<file path="config.mk">
export PLATFORM = sky130hd
export DESIGN_NAME = regfile_wb_arbiter
export DESIGN_NICKNAME = d
export VERILOG_FILES = /design/src/rtl/regfile_pkg.sv /design/src/rtl/rr_arbiter.sv /design/src/rtl/regfile_wb_arbiter.sv
export SDC_FILE = /design/constraint.sdc
export NUM_CORES = 1
export LEC_CHECK = 0
export ABC_AREA = 0
export CAP_MARGIN = 20
export CORE_ASPECT_RATIO = 0.5
export CORE_UTILIZATION = 38
export DETAILED_ROUTE_END_ITERATION = 7
export GPL_TIMING_DRIVEN = 0
export PLACE_DENSITY = 0.81
export SYNTH_ARGS = -nofsm -noshare
export SYNTH_HDL_FRONTEND = slang
export SYNTH_SLANG_ARGS = --single-unit
</file>
<file path="constraint.sdc">
create_clock -name clk -period 2.9 [get_ports clk]
set_input_delay 0.725 -clock clk [delete_from_list [all_inputs] [get_ports clk]]
set_output_delay 0.725 -clock clk [all_outputs]
set_load 0.01 [all_outputs]
</file>
<file path="src/rtl/regfile_pkg.sv">
// rtl/regfile_pkg.sv - shared register-file widths and writeback request type
package regfile_pkg;
    localparam int XLEN     = 32;
    localparam int REG_AW   = 5;
    localparam int NUM_REGS = 32;

    typedef struct packed {
        logic              valid;
        logic [REG_AW-1:0] rd;
        logic [XLEN-1:0]   data;
    } wb_req_t;
endpackage

</file>
<file path="src/rtl/rr_arbiter.sv">
// rtl/rr_arbiter.sv - round-robin one-hot arbiter, pointer moves only on a grant
module rr_arbiter #(
    parameter int N = 3
) (
    input  logic         clk,
    input  logic         reset,
    input  logic [N-1:0] req,
    input  logic         en,
    output logic [N-1:0] grant
);
    localparam int PW = (N > 1) ? $clog2(N) : 1;

    logic [PW-1:0] ptr;
    logic          found;
    int            idx;

    // Search starts just after the last winner so every requester rotates to the top.
    always_comb begin
        grant = '0;
        found = 1'b0;
        idx   = 0;
        for (int k = 1; k <= N; k++) begin
            idx = (int'(ptr) + k) % N;
            if (!found && en && req[idx]) begin
                grant[idx] = 1'b1;
                found      = 1'b1;
            end
        end
    end

    always_ff @(posedge clk or negedge reset) begin
        if (!reset) begin
            ptr <= PW'(N - 1);
        end else if (en && |grant) begin
            for (int i = 0; i < N; i++) begin
                if (grant[i]) begin
                    ptr <= PW'(i);
                end
            end
        end
    end
endmodule

</file>
<file path="src/rtl/regfile_wb_arbiter.sv">
// rtl/regfile_wb_arbiter.sv - shares the register-file write port among writeback sources
module regfile_wb_arbiter #(
    parameter int NUM_REQ = 3,
    parameter int XLEN    = regfile_pkg::XLEN,
    parameter int REG_AW  = regfile_pkg::REG_AW
) (
    input  logic                             clk,
    input  logic                             reset,
    input  logic [NUM_REQ-1:0]               req_valid,
    input  logic [NUM_REQ*REG_AW-1:0]        req_rd,
    input  logic [NUM_REQ*XLEN-1:0]          req_data,
    output logic [NUM_REQ-1:0]               req_ready,
    input  logic                             wb_hold,
    output logic                             RegWrite,
    output logic [REG_AW-1:0]                rd,
    output logic [XLEN-1:0]                  wd,
    output logic [regfile_pkg::NUM_REGS-1:0] pending_mask
);
    import regfile_pkg::*;

    logic [NUM_REQ-1:0] grant;
    logic               grant_en;
    logic               accept;
    logic               sel_live;
    logic [REG_AW-1:0]  sel_rd;
    logic [XLEN-1:0]    sel_data;

    // Gating with reset keeps req_ready low for the whole time reset is held.
    assign grant_en  = ~wb_hold & reset;
    assign req_ready = grant;
    assign accept    = |grant;
    assign sel_live  = accept && (sel_rd != '0);

    rr_arbiter #(.N(NUM_REQ)) u_rr (
        .clk   (clk),
        .reset (reset),
        .req   (req_valid),
        .en    (grant_en),
        .grant (grant)
    );

    always_comb begin
        sel_rd   = '0;
        sel_data = '0;
        for (int i = 0; i < NUM_REQ; i++) begin
            if (grant[i]) begin
                sel_rd   = sel_rd   | req_rd[i*REG_AW +: REG_AW];
                sel_data = sel_data | req_data[i*XLEN +: XLEN];
            end
        end
    end

    // x0 writes still consume the slot but never raise the enable or the mask.
    always_ff @(posedge clk or negedge reset) begin
        if (!reset) begin
            RegWrite     <= 1'b0;
            rd           <= '0;
            wd           <= '0;
            pending_mask <= '0;
        end else begin
            RegWrite     <= sel_live;
            pending_mask <= sel_live ? (NUM_REGS'(1) << sel_rd) : '0;
            if (accept) begin
                rd <= sel_rd;
                wd <= sel_data;
            end
        end
    end
endmodule

</file>
; Yosys cells after proc, flatten, opt, wreduce, memory -nomap -nowiden
; Index checks and enable logic that the tools add are counted.
[word_totals]
wordCells = 72
ff_bits = 72
inputBits = 117
out_inout_bits = 73
[op_classes]
muxes = 30
div = 3
n_lt_le_gt_ge = 6
bitwise_logic = 8
n_reduce_logical = 16
n_shift = 1
add_sub_neg = 3
[op_table]
columns = operator, n
row1 = $mux 32, 4
row2 = $ge 32x1->1 const B, 3
row3 = $lt 32x4->1 const B, 3
row4 = $mod 32x3->32 const B, 3
row5 = $or 32x32->32, 2
row6 = $shl 1x5->32 const A, 1
row7 = $mux 5, 3
row8 = $mux 1, 11
row9 = $logic_and 1x1->1, 10
row10 = $or 5x5->5, 2
row11 = $mux 3, 3
row12 = $add 2x2->3 const B, 2
row13 = $bmux 1 s2, 3
row14 = $demux 1 s2, 3
row15 = $mux 2, 3
row16 = $or 3x3->3, 2
row17 = $reduce_bool 5->1, 1
row18 = $add 2x1->3 const B, 1
row19 = $reduce_bool 3->1, 1
row20 = $reduce_or 3->1, 1
row21 = $logic_not 1->1, 2
row22 = $reduce_and 2->1, 1
row23 = $and 1x1->1, 1
row24 = $not 1->1, 1

; Depth between registers and ports, before layout
; Gate-level depths: netlist (run 1).
[depth]
word_depth = 23
depth_mapped = 13
ltp_nobuf = 9

; Hierarchy
; From an unflattened synthesis (run 1), not the netlist that was laid out.
[hier_totals]
cells_unflattened = 298
hier_area_um2 = 3138.0
[by_module_without_submodules]
columns = module, instances, area_per_inst_um2, cells_each
row1 = regfile_wb_arbiter, 1, 2763.9, 251
row2 = rr_arbiter, 1, 374.1, 47

; Least setup slack after synthesis (run 1)
; No wires, ideal clock.
[synth_path]
path_type = reg-to-output
from = register u_rr.ptr[1]
to = output req_ready[0]
t_required_ns = 2.175
t_arrival_ns = 1.955
setup_slack_ns = 0.220
n_path_buf = 2
path_stages_with_launch = 9
path_cell_list = dfstp_2 > inv_1 > ha_1 > nand2b_1 > a21boi_0 > o221ai_1 > a31oi_2 > buf_4 > clkbuf_1
[synth_via]
elab_chain_len = 15
elab_cells_between_ends = 44
cone_classes = add/sub: 3 / div: 3 / order compare: 6 / mux: 20 / bitwise: 2 / reduce/logical: 10
[synth_lines]
columns = item, line_no
row1 = "start, declared", rr_arbiter.sv:13  ; logic [PW-1:0] ptr;
row2 = "start signal, assigned", rr_arbiter.sv:33  ; ptr <= PW'(N - 1);
row3 = "start signal, assigned", rr_arbiter.sv:37  ; ptr <= PW'(i);
row4 = branches (longest 14 deep; another with $mod 32x3->32), -
row5 = $mux 3 *, rr_arbiter.sv:24  ; if (!found && en && req[idx]) begin
row6 = "end, declared", regfile_wb_arbiter.sv:12  ; output logic [NUM_REQ-1:0] req_ready,
; Every way passes the cells marked *. The select of a mux whose other input is x is not followed.

; Worst setup path after layout (run 1)
; Same ends and word-level chain as after synthesis.

==> results.ini, run 1 <==
[clock_tree]
numCtsBuffers=9
cts_tree=done
clk_pin_slew_ns=0.06
ctsRootBufferMaster=clkbuf_16
htreeDepth=3
cts.sinks=72
hold_buffers=0
clk_latency_ns=0.33
max-clock-path-buffers=2

[sta]
clock_skew_ns=0.00656
setup_viol=47
timing.final.ws_setup_ns=-0.214
timing.fmax_ghz=0.321
final.period_utilization_pct=107
finalHoldViolations=0
final_max_slew_viol_count=0
setup_tns_ns=-2.60
rsz0062_at_grt=true
slew_headroom_pct=57.6
whs_ns=0.286
min_period_ns=3.11
tightest_slew_ns=0.632

[grt]
grt_usage_pct=25.4
grt_pass1_wl_mm=16.9
grt_pass1_vias=3418
grt_max_degree=75
overflow=0
antenna_found_initial=0

[cells_and_area]
fin_cells=644
antenna_cells=0
drive_gt1_share_pct=17.9
utilization_pct=74.5
syn_to_final_growth_pct=88.1
fin_nets=648
filler_cell_count=549
design_area_um2=6030

[yosys]
synth_edf_count=0
postSynth.asyncResetShare_pct=100
yosysSeqAreaShare_pct=56.3
synth.avg_cell_area_um2=10.7
synthDistinctLibCells=39
synth_area_leader_cell=dfrtp_1
synth_area_um2=3200
syn_nets=420
ys.flop_type=dfrtp_1
postSynthCellCount=299
synthTopCellsByArea=dfrtp_1, a222oi_1, nor2_1, a21oi_1, ha_1
synth-seq-cells=72
yosys_warnings=0
synth_top_area_share_pct=55.4

[placement]
hpwl_mm=7.45
gp_congestion=0.831
io_buffers=189
dp.cells=600
place_area_um2=5230

[detailed_routing]
via_count=3520
wire_per_inst_um=18.0
final_antenna_net_count=0
route.detailed.drc=0
wirelength_mm=11.6
drt-pass1-iter-count=7
initialDrtViolationCount=317
vias_per_cell=5.47

[critical_path]
critPathSlowestCell=dfstp_2
max_stage_delay_ns=0.60
path_class=reg2out
cp.arrival_ns=2.39
crit_top_cell=buf_6
endpoint_kind=output pin
cp-start-kind=flip-flop
crit_chain=inv_4, ha_4, nand2b_1, a21boi_0, o221ai_1, a31oi_2, buf_6, clkbuf_16, buf_6
crit_required_ns=2.17
crit_fanout=5

[min_path]
hold_path_class=in2async

[floorplanning]
die_area_um2=8830
fp.dieH_um=66.9
boundaryPins=190
start_util_pct=39.6
fp.dieW_um=132
rows=23
core_um2=8090

[power_and_ir_drop]
p_leak_uw=0.00251
ir_drop_mv=0.599
p_per_area_nw_per_um2=943

[job]
maxCapViolations=0

[outcome]
status=finished, violations left
violations=negative setup slack

-- worst max-delay path, delay by kind of cell (launching register included) --
kind / cells / cell delay, ns
buf+inv: 4 / 0.45
simple gates: 1 / 0.15
flops: 1 / 0.60
compound gates: 3 / 0.70
fa+ha+maj: 1 / 0.18
-- per-layer routing --
layer	up-vias	track usage [%]	part of all wire [%]
met3	31	7.08	6.3
met1	1769	29.4	41
met4	0	10.6	2.9
met2	159	45.1	50
li1	1561	-	-
met5	-	0	0
-- cells by family (layout without fill, tap and decap cells) --
group | Yosys count | in the layout | synth area share (%)
simple gates | 106 | 106 | 16.3
fa+ha+maj | 4 | 4 | 1.56
buf+inv | 29 | 262 | 4.33
compound gates | 82 | 82 | 19.9
mux | 5 | 5 | 1.56
flops | 72 | 72 | 56.3
other cells | 1 | 1 | 0.117
-- sequential cells by signal, summed over array words and instances (netlist names) --
| name | flops |
|---|---|
| rd | 5 |
| pending_mask | 32 |
| u_rr.ptr | 2 |
| RegWrite | 1 |
| wd | 32 |
-- layout make-up --
| type | count | area (um2) | area share (%) |
|---|---|---|---|
| repair buffers | 218 | 2130 | 35.3 |
| inverters | 3 | 13.8 | 0.228 |
| clock inverters | 6 | 115 | 1.91 |
| plain buffers | 25 | 229 | 3.80 |
| clock buffers | 10 | 229 | 3.80 |
| flip-flops and latches | 72 | 1800 | 29.9 |
| multi-input cells | 198 | 1370 | 22.7 |
| well taps | 112 | 140 | 2.33 |
-- cell usage in the layout (no fill, tap or decap), drive strengths merged, types with 2 or more instances in the layout --
cell type and instances:
o21a 2, nor2 65, mux2i 5, o21ai 3, dlygate4sd2 3, or3b 2, ha 4, buf 42
nor4b 4, clkdlybuf4s50 181, a21oi 32, dfrtp 71, clkbuf 26, or2 2, nor2b 3, a222oi 37
o22ai 2, a21boi 2, nand2 13, nand3 2, inv 4, bufinv 3, or3 2, nand2b 7
nand3b 4
-- synth_stat cells, types with 2 or more instances --
library cell	n
inv_1	3
clkbuf_1	12
mux2i_1	5
or3b_1	2
nor4b_2	3
nand3b_1	4
o21a_1	2
nor2_1	65
ha_1	4
a21oi_1	32
o22ai_1	2
o21ai_1	2
or2_1	2
a222oi_1	37
nor2b_1	3
nand2b_1	7
buf_4	3
nand2_1	12
dfrtp_1	71
buf_2	9
-- power breakdown --
part | total [uW] | leakage [uW] | internal (uW) | switching, uW
logic | 2900 | 0.00143 | 1490 | 1410
clock network | 1260 | 0.000163 | 844 | 420
registers | 1510 | 0.000917 | 1350 | 168
-- path summary, 6_finish.rpt --
path | endpoint | depth (start not counted) | slack, ns | from
min reg2reg | rd[4]$_DFFE_PN0P_ | 2 | 0.49 | rd[4]$_DFFE_PN0P_
min in group clk | rd[4]$_DFFE_PN0P_ | 2 | 0.49 | rd[4]$_DFFE_PN0P_
max in group asynchronous | u_rr.ptr[1]$_DFFE_PN1P_ | 1 | 2.26 | reset
min | pending_mask[3]$_DFF_PN0_ | 1 | 0.29 | reset
max reg2reg | pending_mask[10]$_DFF_PN0_ | 14 | -0.12 | u_rr.ptr[1]$_DFFE_PN1P_
max | req_ready[0] | 9 | -0.21 | u_rr.ptr[1]$_DFFE_PN1P_
-- repair_timing --
action | CTS | global route
gates cloned | 0 | 0
setup buffers | 24 | 5
setup endpoints to repair | 68 | 64
pin swaps | 12 | 15
resized for setup | 58 | 21
-- through the flow --
| stage | total power (uW) | setup slack, ns |
|---|---|---|
| floorplan | 2770 | 0.220 |
| global placement | 3870 | -3.62 |
| detailed placement | 3930 | -1.44 |
| CTS | 5510 | -0.0858 |
| global route | 5970 | -0.254 |
| finish | 5680 | -0.214 |
Power figures use the tool's default switching activity.
==> run 2: changes to the inputs <==
--- a/config.mk
+++ b/config.mk
@@ -8,10 +8,10 @@
 export ABC_AREA = 0
 export CAP_MARGIN = 20
 export CORE_ASPECT_RATIO = 0.5
-export CORE_UTILIZATION = 38
+export CORE_UTILIZATION = 34
 export DETAILED_ROUTE_END_ITERATION = 7
 export GPL_TIMING_DRIVEN = 0
-export PLACE_DENSITY = 0.81
+export PLACE_DENSITY = 0.77
 export SYNTH_ARGS = -nofsm -noshare
 export SYNTH_HDL_FRONTEND = slang
 export SYNTH_SLANG_ARGS = --single-unit
==> constraint.sdc (replaced) <==
create_clock -name clk -period 2.82 [get_ports clk]
set_input_delay 0.705 -clock clk [delete_from_list [all_inputs] [get_ports clk]]
set_output_delay 0.705 -clock clk [all_outputs]
set_load 0.01 [all_outputs]
==> run 2 against run 1 <==
  * Final area increased by 9.3%
  * Core utilization decreased by 0.67 points
  * Power increased by 20%
  * Clock skew decreased by 0.0022 ns
  * Wire length increased by 15%
  * Clock power decreased by 7%
  * Via count increased by 5.0%
  * Die area increased by 11%
  * Non-clock buffer count increased by 9
  * The flow still finishes with violations (negative setup slack)
  * Count of clock-buffer cells in the layout unchanged
==> results.ini, run 2 (synthesis gave the netlist of run 1 again) <==
[outcome]
status=finished, violations left
violations=negative setup slack

[grt]
overflow=0
grt_usage_pct=24.0
antenna_found_initial=0
grt_pass1_vias=3537
grt_max_degree=75
grt_pass1_wl_mm=18.2

[cells_and_area]
utilization_pct=73.8
fin_cells=658
drive_gt1_share_pct=29.2
fin_nets=657
final_common_cell=clkdlybuf4s50_1
antenna_cells=0
reg_top3=pending_mask x32, wd x32, rd x5
filler_cell_count=575
syn_to_final_growth_pct=106
most-common-layout-cells=clkdlybuf4s50_1, dfrtp_1, a222oi_1, nor2_1

[sta]
rsz0062_at_grt=true
final.period_utilization_pct=110
tightest_slew_ns=0.627
slew_headroom_pct=57.9
setup_tns_ns=-11.85
clock_skew_ns=0.00435
final_max_slew_viol_count=0
setup_viol=70
timing.fmax_ghz=0.322
timing.final.ws_setup_ns=-0.286
finalHoldViolations=0
min_period_ns=3.11

[critical_path]
crit_top_cell=buf_6
crit_fanout=5
r2r_setup_slack_ns=-0.27
crit_required_ns=2.12
path_class=reg2out
r2r_end=pending_mask[14]$_DFF_PN0_
cp.arrival_ns=2.40
crit_chain=buf_4, ha_4, buf_12, nor2b_4, o21a_1, a41oi_2, nor2_4, buf_6, clkbuf_16, buf_6
rr_startpoint=u_rr.ptr[1]$_DFFE_PN1P_
cp-start-kind=flip-flop
r2r_cells=13
endpoint_kind=output pin
critPathSlowestCell=dfstp_2
max_stage_delay_ns=0.61

[job]
maxCapViolations=0

[floorplanning]
fp.dieH_um=70.6
boundaryPins=190
core_um2=8920
fp.dieW_um=139
die_area_um2=9840
start_util_pct=35.9
rows=24

[placement]
dp.cells=605
gp_congestion=0.822
hpwl_mm=7.48
io_buffers=189
pre_cts_ws_ns=-1.48

[detailed_routing]
initialDrtViolationCount=344
wire_per_inst_um=20.4
final_antenna_net_count=0
vias_per_cell=5.62
route.detailed.drc=0
drt-pass1-iter-count=8
via_count=3696
wirelength_mm=13.4

[power_and_ir_drop]
p_leak_uw=0.00268
switchingPower_uw=2570
p_per_area_nw_per_um2=1040
p_clk_share_pct=17.2
switching_share_pct=37.7
ir_drop_mv=0.544
p_seq_share_pct=24.3
internal-power_uw=4240
pwr-share-comb_pct=58.5

[clock_tree]
hold_buffers=0
numCtsBuffers=9
ctsRootBufferMaster=clkbuf_16
clk_pin_slew_ns=0.06
clk_latency_ns=0.34
cts_tree=done
max-clock-path-buffers=2
cts.sinks=72
htreeDepth=3

[min_path]
hold_path_class=in2async

run 2: cell count changes in the layout (fill, tap and decap cells not counted), sizes merged:
cell          before  now
buf               42   52
clkinv             1    4
bufinv             3    1
clkbuf            26   24
bufbuf             0    1
dlygate4sd2        3    4
dlymetal6s2s       1    0
inv                4    3
run 2: layer usage:
| layer | share of wire, % | vias to the layer above | global-route usage (%) |
|---|---|---|---|
| met2 | 49 | 186 | 42.5 |
| li1 | - | 1586 | - |
| met1 | 40 | 1857 | 29.1 |
| met4 | 4.5 | 0 | 9.38 |
| met3 | 6.1 | 67 | 5.08 |
| met5 | 0 | - | 0 |
run 2: worst max path at each step:
stage | startpoint | endpoint | slack, ns | cells past startpoint
2_1_floorplan | u_rr.ptr[1]$_DFFE_PN1P_ | req_ready[0] | 0.16 | 8
3_3_place_gp | reset | req_ready[2] | -3.68 | 8
3_5_place_dp | reset | req_ready[2] | -1.48 | 8
4_1_cts | u_rr.ptr[1]$_DFFE_PN1P_ | req_ready[2] | -0.14 | 9
5_1_grt | u_rr.ptr[1]$_DFFE_PN1P_ | pending_mask[14]$_DFF_PN0_ | -0.35 | 12
6_report | u_rr.ptr[1]$_DFFE_PN1P_ | req_ready[2] | -0.29 | 10
run 2: area by class of cell:
type / count / area [um2] / share of cell area (%)
clock buffer: 10 / 239 / 3.63
timing repair buffer: 227 / 2360 / 35.9
buffer: 25 / 309 / 4.69
clock inverter: 6 / 68.8 / 1.04
sequential: 72 / 1800 / 27.4
tap: 117 / 146 / 2.22
inverter: 3 / 13.8 / 0.209
multi-input combinational: 198 / 1640 / 25.0
run 2: worst max-delay path: cells and delay by family (launching register included):
kind                       cells  cell delay [ns]
buffers and inverters          5             0.67
adders and majority gates      1             0.20
AOI/OAI and AO/OA              2             0.46
and+or+nand+nor                2             0.11
DFF                            1             0.61
run 2: power by group through the flow:
stage | clock network, uW | logic [uW] | registers [uW]
2_1_floorplan | 0 | 1140 | 1710
3_3_place_gp | 0 | 2440 | 1550
3_5_place_dp | 0 | 2490 | 1560
4_1_cts | 1170 | 2950 | 1550
5_1_grt | 1230 | 4180 | 1680
6_report | 1170 | 3990 | 1660
run 2: metrics by stage:
step / hold WS (ns) / instance area, um2 / power, uW
global route: 0.295 / 6590 / 7090
floorplan: 0.409 / 3200 / 2850
detailed placement: 0.467 / 5240 / 4050
global placement: 0.465 / 5240 / 3990
finish: 0.253 / 6590 / 6820
CTS: 0.286 / 5980 / 5670
run 2: repair_timing:
item                                    CTS  global route
pin swaps                                13            13
buffers inserted                         23             8
cloned                                    1             6
hold endpoints to repair                  0             0
endpoints found under the setup margin   70            73
resized for setup                        75           113
